### config.mk
export PLATFORM = sky130hd
export DESIGN_NAME = pwm_duty_meter
export DESIGN_NICKNAME = d
export VERILOG_FILES = /design/src/rtl/pwm_duty_meter.sv
export SDC_FILE = /design/constraint.sdc
export NUM_CORES = 1
export LEC_CHECK = 0
export BUFFER_PORTS_ARGS = -buffer_cell sky130_fd_sc_hd__buf_2
export CAP_MARGIN = 25
export CORE_MARGIN = 1
export CORE_UTILIZATION = 50
export DETAILED_ROUTE_END_ITERATION = 8
export PLACE_DENSITY = 0.67
export SLEW_MARGIN = 30
export SYNTH_ARGS = -nofsm -noshare
export SYNTH_HDL_FRONTEND = slang
export SYNTH_SLANG_ARGS = --single-unit
export TNS_END_PERCENT = 100
### constraint.sdc
create_clock -name clk -period 10.32 [get_ports clk]
set_clock_uncertainty 0.05 [all_clocks]
set_input_delay 0.516 -clock clk [delete_from_list [all_inputs] [get_ports clk]]
set_output_delay 0.516 -clock clk [all_outputs]
set_load 0.05 [all_outputs]
### src/rtl/pwm_duty_meter.sv
// pwm_duty_meter: measures high time, period and duty percent of a PWM input.
// A three-flop chain conditions the asynchronous input. A small FSM times the
// high and low phases. Each completed period launches a seven-step restoring
// divider that turns high*100/period into an integer percent. A phase that
// runs TIMEOUT cycles without an edge is reported as a stuck input.
module pwm_duty_meter #(
  parameter int CNT_W   = 16,
  parameter int TIMEOUT = 1000
) (
  input  logic             clk,
  input  logic             reset,
  input  logic             pwm_in,
  input  logic             en,
  output logic [CNT_W-1:0] high_cnt,
  output logic [CNT_W-1:0] period_cnt,
  output logic [6:0]       duty_pct,
  output logic             valid,
  output logic             busy,
  output logic             stuck,
  output logic             stuck_level,
  output logic             overrun
);

  localparam int NW = CNT_W + 7;
  localparam logic [CNT_W-1:0] CNT_ONE = CNT_W'(1);
  localparam logic [CNT_W-1:0] CNT_TO  = CNT_W'(TIMEOUT);

  typedef enum logic [1:0] {IDLE, HIGH, LOW} state_t;

  // One restoring-division step: subtract d<<i when it fits, report the quotient bit.
  function automatic logic [NW:0] div_step(input logic [NW-1:0]    r,
                                           input logic [CNT_W-1:0] d,
                                           input logic [2:0]       i);
    logic [NW-1:0] sh;
    sh = NW'(d) << i;
    if (r >= sh) div_step = {1'b1, r - sh};
    else         div_step = {1'b0, r};
  endfunction

  logic             pwm_p0, pwm_p1, pwm_p2;
  logic             rise, fall;
  logic             en_d;
  state_t           state_q, state_n;
  logic [CNT_W-1:0] ph_cnt_q, ph_cnt_n;
  logic [CNT_W-1:0] hi_lat_q, hi_lat_n;
  logic [CNT_W-1:0] period_req;
  logic             launch, timeout;

  logic [NW-1:0]    rem_q;
  logic [CNT_W-1:0] dsor_q;
  logic [CNT_W-1:0] op_hi_q, op_per_q;
  logic [6:0]       quo_q;
  logic [2:0]       it_q;
  logic [NW:0]      step;
  logic [6:0]       q_fin;
  logic             div_done;

  // Input conditioning: two synchronizer flops (pwm_p1 is s) plus a delay flop (s_d)
  always_ff @(posedge clk or negedge reset) begin
    if (!reset) begin
      pwm_p0 <= 1'b0;
      pwm_p1 <= 1'b0;
      pwm_p2 <= 1'b0;
      en_d   <= 1'b0;
    end else begin
      pwm_p0 <= pwm_in;
      pwm_p1 <= pwm_p0;
      pwm_p2 <= pwm_p1;
      en_d   <= en;
    end
  end

  assign rise = pwm_p1 & ~pwm_p2;
  assign fall = ~pwm_p1 & pwm_p2;

  // Measurement state, phase counter and latched high time
  always_ff @(posedge clk or negedge reset) begin
    if (!reset) begin
      state_q  <= IDLE;
      ph_cnt_q <= '0;
      hi_lat_q <= '0;
    end else begin
      state_q  <= state_n;
      ph_cnt_q <= ph_cnt_n;
      hi_lat_q <= hi_lat_n;
    end
  end

  // Phase sequencing; the edge-detect cycle counts as cycle 1 of the new phase.
  // A rise in the first enabled cycle (en_d low) is ignored.
  always_comb begin
    state_n    = state_q;
    ph_cnt_n   = ph_cnt_q;
    hi_lat_n   = hi_lat_q;
    launch     = 1'b0;
    timeout    = 1'b0;
    period_req = hi_lat_q + ph_cnt_q;
    if (!en) begin
      state_n  = IDLE;
      ph_cnt_n = '0;
    end else begin
      case (state_q)
        IDLE: begin
          if (rise && en_d) begin
            state_n  = HIGH;
            ph_cnt_n = CNT_ONE;
          end
        end
        HIGH: begin
          if (fall) begin
            hi_lat_n = ph_cnt_q;
            state_n  = LOW;
            ph_cnt_n = CNT_ONE;
          end else if (ph_cnt_q == CNT_TO) begin
            timeout  = 1'b1;
            state_n  = IDLE;
            ph_cnt_n = '0;
          end else begin
            ph_cnt_n = ph_cnt_q + CNT_ONE;
          end
        end
        LOW: begin
          if (rise) begin
            launch   = 1'b1;
            state_n  = HIGH;
            ph_cnt_n = CNT_ONE;
          end else if (ph_cnt_q == CNT_TO) begin
            timeout  = 1'b1;
            state_n  = IDLE;
            ph_cnt_n = '0;
          end else begin
            ph_cnt_n = ph_cnt_q + CNT_ONE;
          end
        end
        default: begin
          state_n  = IDLE;
          ph_cnt_n = '0;
        end
      endcase
    end
  end

  assign step     = div_step(rem_q, dsor_q, it_q);
  assign q_fin    = quo_q | {6'd0, step[NW]};
  assign div_done = busy & (it_q == 3'd0);

  // Divider: load on an accepted launch, then one quotient bit per cycle (bit 6 first)
  always_ff @(posedge clk or negedge reset) begin
    if (!reset) begin
      busy     <= 1'b0;
      rem_q    <= '0;
      dsor_q   <= '0;
      op_hi_q  <= '0;
      op_per_q <= '0;
      quo_q    <= '0;
      it_q     <= '0;
    end else if (!en || timeout) begin
      busy <= 1'b0;
    end else if (busy) begin
      rem_q       <= step[NW-1:0];
      quo_q[it_q] <= step[NW];
      it_q        <= it_q - 3'd1;
      if (it_q == 3'd0) busy <= 1'b0;
    end else if (launch) begin
      busy     <= 1'b1;
      rem_q    <= NW'(hi_lat_q) * NW'(7'd100);
      dsor_q   <= period_req;
      op_hi_q  <= hi_lat_q;
      op_per_q <= period_req;
      quo_q    <= '0;
      it_q     <= 3'd6;
    end
  end

  // Result, stuck and overrun reporting; a timeout overrides a finishing divide
  always_ff @(posedge clk or negedge reset) begin
    if (!reset) begin
      high_cnt    <= '0;
      period_cnt  <= '0;
      duty_pct    <= '0;
      valid       <= 1'b0;
      stuck       <= 1'b0;
      stuck_level <= 1'b0;
      overrun     <= 1'b0;
    end else begin
      valid <= 1'b0;
      if (!en) begin
        stuck   <= 1'b0;
        overrun <= 1'b0;
      end else begin
        if (rise) stuck <= 1'b0;
        if (timeout) begin
          stuck       <= 1'b1;
          stuck_level <= pwm_p1;
          duty_pct    <= pwm_p1 ? 7'd100 : 7'd0;
          valid       <= 1'b1;
        end else if (div_done) begin
          high_cnt   <= op_hi_q;
          period_cnt <= op_per_q;
          duty_pct   <= q_fin;
          valid      <= 1'b1;
        end
        if (launch && busy) overrun <= 1'b1;
      end
    end
  end

endmodule

---- Word level (Yosys, flattened, before mapping) ----
Index checks and enable logic that the tools add are counted.
W data, S select, Z words.
operators by class
  $add $sub $neg .......................... 4
  multipliers ............................. 1
  magnitude comparators ................... 3
  equal/unequal tests ..................... 7
  shift operators ......................... 1
  mux-type cells .......................... 45
  bitwise gates (word level) .............. 9
  reductions and logical operators ........ 16
operators with widths
  kind                     number
  $mux W16                 5
  $pmux W16 S3             1
  $mux W23                 2
  $mux W7                  5
  $mux W24                 1
  $ge A23 B23 Y1           1
  $shl A16 B3 Y23          1
  $sub A23 B23 Y23         1
  $mul A16 B5 Y21 const B  1
  $mux W1                  20
  $add A16 B1 Y16 const B  1
  $add A16 B16 Y16         1
  $eq A16 B10 Y1 const B   1
  $reduce_and A3 Y1        4
  $mux W2                  5
  $bwmux W7                1
  $or A7 B1 Y7             1
  $mux W3                  2
  $pmux W2 S3              1
  $reduce_and A2 Y1        3
  $not A1 Y1               5
  $lt A3 B4 Y1 const B     1
  $ne A2 B1 Y1 const B     2
  $reduce_bool A2 Y1       2
  other kinds (14)         18
storage, ports and cells
  register bits after elaboration ......... 147
  output and inout port bits .............. 44
  word-level logic and storage cells ...... 106

---- Longest topological paths before layout ----
  depth in word-level cells ............... 8
  gate-level depth with buffers ........... 18
  depth with buffers taken out ............ 14

---- Worst setup path before layout ----
No wires, ideal clock.
  path kind ............................... register to register
  start point ............................. reg it_q[0]
  end point ............................... reg rem_q[22]
  arrival time ............................ 3.408 ns
  data required time ...................... 10.141 ns
  slack ................................... 6.734 ns
  cell stages (with the launch flop) ...... 17
  period minus slack after synthesis ...... 3.586 ns
  cell sequence ........................... dfrtp_1 buf_1 clkbuf_1 a211oi_1 a21oi_1 mux2i_1 ha_1 buf_2 nand2_2 or3_1 nor2_1 and3_1 o21a_2 or2_1 buf_6 o21ai_1 a2111o_1
between the ends
  word-level cells in the longest chain between the ends .. 4
ends and longest elaborated chain
  what                                                     RTL line  source
  start: declaration                                       53        logic [2:0] it_q;
  start signal: assignment                                 162       it_q <= it_q - 3'd1;
  $shl A16 B3 Y23 *                                        35        sh = NW'(d) << i;
  $ge A23 B23 Y1 or $sub A23 B23 Y23 (tied branches)       36        if (r >= sh) div_step = {1'b1, r - sh};
  $ne A2 B1 Y1 (no line) or $mux W24 (tied branches)       n/a
  $reduce_and A3 Y1 (no line) or $mux W23 (tied branches)  n/a
  end signal: assignment                                   160       rem_q <= step[NW-1:0];
  end signal: assignment                                   166       rem_q <= NW'(hi_lat_q) * NW'(7'd100);
  end: declaration                                         49        logic [NW-1:0] rem_q;
Every way passes the cells marked *; elsewhere a longest branch is shown, timed or not. The select of a mux whose other input is x is not followed.
A chain may end at the register's enable or synchronous reset.

---- Worst setup path after layout ----
  start point ............................. reg it_q[1]
  end point ............................... reg rem_q[22]
Same word-level chain as after synthesis.

==> flow_metrics.tcl <==
set metrics [dict create \
    synth_edf_count 0 \
    cp-start-kind "flip-flop" \
    tightest_slew_ns 0.943 \
    switchingPower_w 0.00109 \
    clockPowerShare_pct 25.2 \
    finalCriticalPeriod_ns 4.68 \
    max_stage_delay_ns 0.87 \
    mappedNetlistArea_mm2 0.0101 \
    initial_core_util_pct 51.4 \
    dpl_cell_area_mm2 0.0105 \
    combPwrFrac_pct 46.1 \
    avgViaCountPerCell 5.84 \
    final_nets 1218 \
    routed_wl_um 25400 \
    p_sw_share_pct 43.7 \
    drtAntennaViolNets 0 \
    synth.net_count 1188 \
    critical-path-top-delay-family "simple AND/OR/NAND/NOR gates" \
    rsz0062_at_grt "false" \
    fin_crit_sh_pct 45.4 \
    yosysTopAreaCell "dfrtp_1" \
    grt_pass1_wl_um 41300 \
    drc 0 \
    final_core_util_pct 56.8 \
    io_pins 48 \
    place.gp.congestion 0.926 \
    dieWidth_um 144 \
    synth.top_cell.area_share_pct 36.4 \
    ir_worst_vdd_mv 0.143 \
    ys_ff_latch 147 \
    post_drt_wl_per_cell_um 18.4 \
    grt_max_degree 86 \
    cts-resized-gates 0 \
    r2r_cells 10 \
    syn_avg_cell_area_um2 9.43 \
    setup_viol 0 \
    cellPowerDensity_mw_per_mm2 223 \
    fmax_mhz 214 \
    synth_common_cells "dfrtp_1 (147), nand2_1 (110), ha_1 (99), inv_1 (73), nor2_1 (70)" \
    area_growth_pct 10.3 \
    async_flop_share_pct 100 \
    post-dp-hpwl_um 18400 \
    grt_overflow 0 \
    ys_seq_area_share_pct 36.4 \
    path_clk_slew_ns 0.07 \
    dpl.cell_count 1347 \
    pwr-share-seq_pct 28.8 \
    drive_gt1_share_pct 13.7 \
    htree_levels 4 \
    antenna_found_initial 0 \
    cts.path.max_buffers 2 \
    cts_setup_buffers 0 \
    cp.depth 10 \
    cts_sinks 147 \
    root_buffer "clkbuf_16" \
    synth_cell_types 72 \
    status "completed" \
    relSlewSlack_pct 36.9 \
    core_region_area_mm2 0.0197 \
    path_max_fanout 27 \
    p_leak_nw 5.59 \
    grt_pass1_vias 7660 \
    cts.hold.buffers_added 0 \
    fin_cells 1380 \
    dieArea_mm2 0.0208 \
    hold_class "in2async" \
    cts_inserted_buffers 17 \
    vias 8057 \
    synth.area.top_cells "dfrtp_1 (36%), ha_1 (12%), mux2_2 (5.6%), nand2_1 (4.1%), a21oi_1 (3.4%)" \
    antenna_cells 0 \
    dr.pass1.iters 6 \
    cp.arrival_ns 4.95 \
    worst_path_max_delay_cell "dfrtp_1" \
    finalSetupTns_ns 0 \
    end_kind "flip-flop" \
    finalInstanceArea_mm2 0.0112 \
    synth_flop_cell "dfrtp_1" \
    row_count 51 \
    path_cells "inv_1 -> nor2_1 -> a32oi_1 -> ha_1 -> nand4_1 -> nor4b_1 -> a211o_1 -> or2_1 -> o21ai_1 -> a2111o_1" \
    internal-power_w 0.00140 \
    worst-setup-path-type "reg2reg" \
    max_cap_viol_count 0 \
    die_h_um 144 \
    grt_usage_pct 26.0 \
    io_buffers 47 \
    synth.most_common_cell "dfrtp_1" \
    synthCells 1072 \
    drt-initial-drc-count 547 \
    yosysWarningCount 0 \
    insertion_delay_ns 0.44 \
    hold_viol_final 0 \
    path_buf_inv 1 \
    cts_tree "done" \
    nFillCells 1801 \
    worstPathRequired_ns 10.59 \
    drv_slew 0 \
]
## worst paths after layout
check,from,endpoint,slack (ns)
min in group clk,pwm_in,pwm_p0,0.12
max,it_q[1],rem_q[22],5.64
min reg2reg,pwm_p0,pwm_p1,0.31
max reg2reg,it_q[1],rem_q[22],5.64
max in group asynchronous,reset,op_per_q[9],9.08
min,reset,rem_q[17],0.04
## registers in the layout (all words and copies together), names as in the netlist, 2 cells and up
| register | flops |
|---|---|
| hi_lat_q | 16 |
| quo_q | 7 |
| high_cnt | 16 |
| state_q | 2 |
| period_cnt | 16 |
| ph_cnt_q | 16 |
| op_hi_q | 16 |
| op_per_q | 16 |
| it_q | 3 |
| duty_pct | 7 |
| rem_q | 23 |
## per-stage QoR
stage / setup slack, ns / hold slack, ns / power [W]
6_report: 5.64 / 0.0402 / 0.00249
5_1_grt: 5.26 / 0.0950 / 0.00265
4_1_cts: 5.75 / 0.0702 / 0.00248
3_5_place_dp: 5.77 / 0.290 / 0.00184
3_3_place_gp: 5.70 / 0.283 / 0.00186
2_1_floorplan: 6.73 / 0.170 / 0.00155
## power groups by stage
| stage | registers, W | clock network [W] | logic, W |
|---|---|---|---|
| 2_1_floorplan | 0.000677 | 0 | 0.000876 |
| 3_3_place_gp | 0.000723 | 0 | 0.00113 |
| 3_5_place_dp | 0.000724 | 0 | 0.00111 |
| 4_1_cts | 0.000714 | 0.000639 | 0.00112 |
| 5_1_grt | 0.000725 | 0.000663 | 0.00126 |
| 6_report | 0.000717 | 0.000627 | 0.00115 |
## cell families (layout without fill, tap and decap cells)
family / count (synthesis) / count (layout) / synth area share [%]
adder cells (fa/ha/maj): 112 / 112 / 14.8
multiplexers: 75 / 75 / 8.29
buffers and inverters: 115 / 158 / 4.63
AO/OA/AOI/OAI: 281 / 281 / 17.8
flip-flops: 147 / 147 / 36.4
XOR/XNOR: 55 / 55 / 4.76
AND/OR/NAND/NOR: 287 / 287 / 13.3
## layout by cell type (no fill, tap or decap), types with 4 or more instances in the layout
cell type and n:
xnor2_1 34, nor2_1 69, a22o_1 5, o21ai_1 4, a31oi_1 10, ha_1 99, inv_1 73, o211ai_1 8
buf_2 46, o21ai_0 62, mux2i_1 23, a221oi_1 7, nand4_1 10, nor3_1 17, o22ai_1 34, mux2_2 50
nand2_1 110, clkinv_8 5, inv_8 5, clkbuf_16 17, and3_1 9, or3_1 8, o21bai_1 5, a211oi_1 11
buf_4 4, o21a_1 13, nand3_1 20, a21oi_1 68, nor2b_1 15, nand2b_1 9, a21o_1 17, fa_1 13
xor2_1 21, o31ai_1 4, dfrtp_1 146
## per-layer routing
layer | global-route usage, % | wire length, um
met1 | 38.1 | 12400
met2 | 40.1 | 11400
met3 | 3.38 | 1090
met4 | 7.70 | 437
met5 | 0 | 0
## cell type report
class                   count  area, um2  share of cell area [%]
multi-input cells         810       5970                    53.5
flip-flops and latches    147       3680                    33.0
clock buffers              17        425                    3.81
well taps                 265        332                    2.97
repair buffers             53        294                    2.64
inverters                  73        274                    2.46
clock inverters            15        179                    1.60
(Power assumes the default switching activity.)
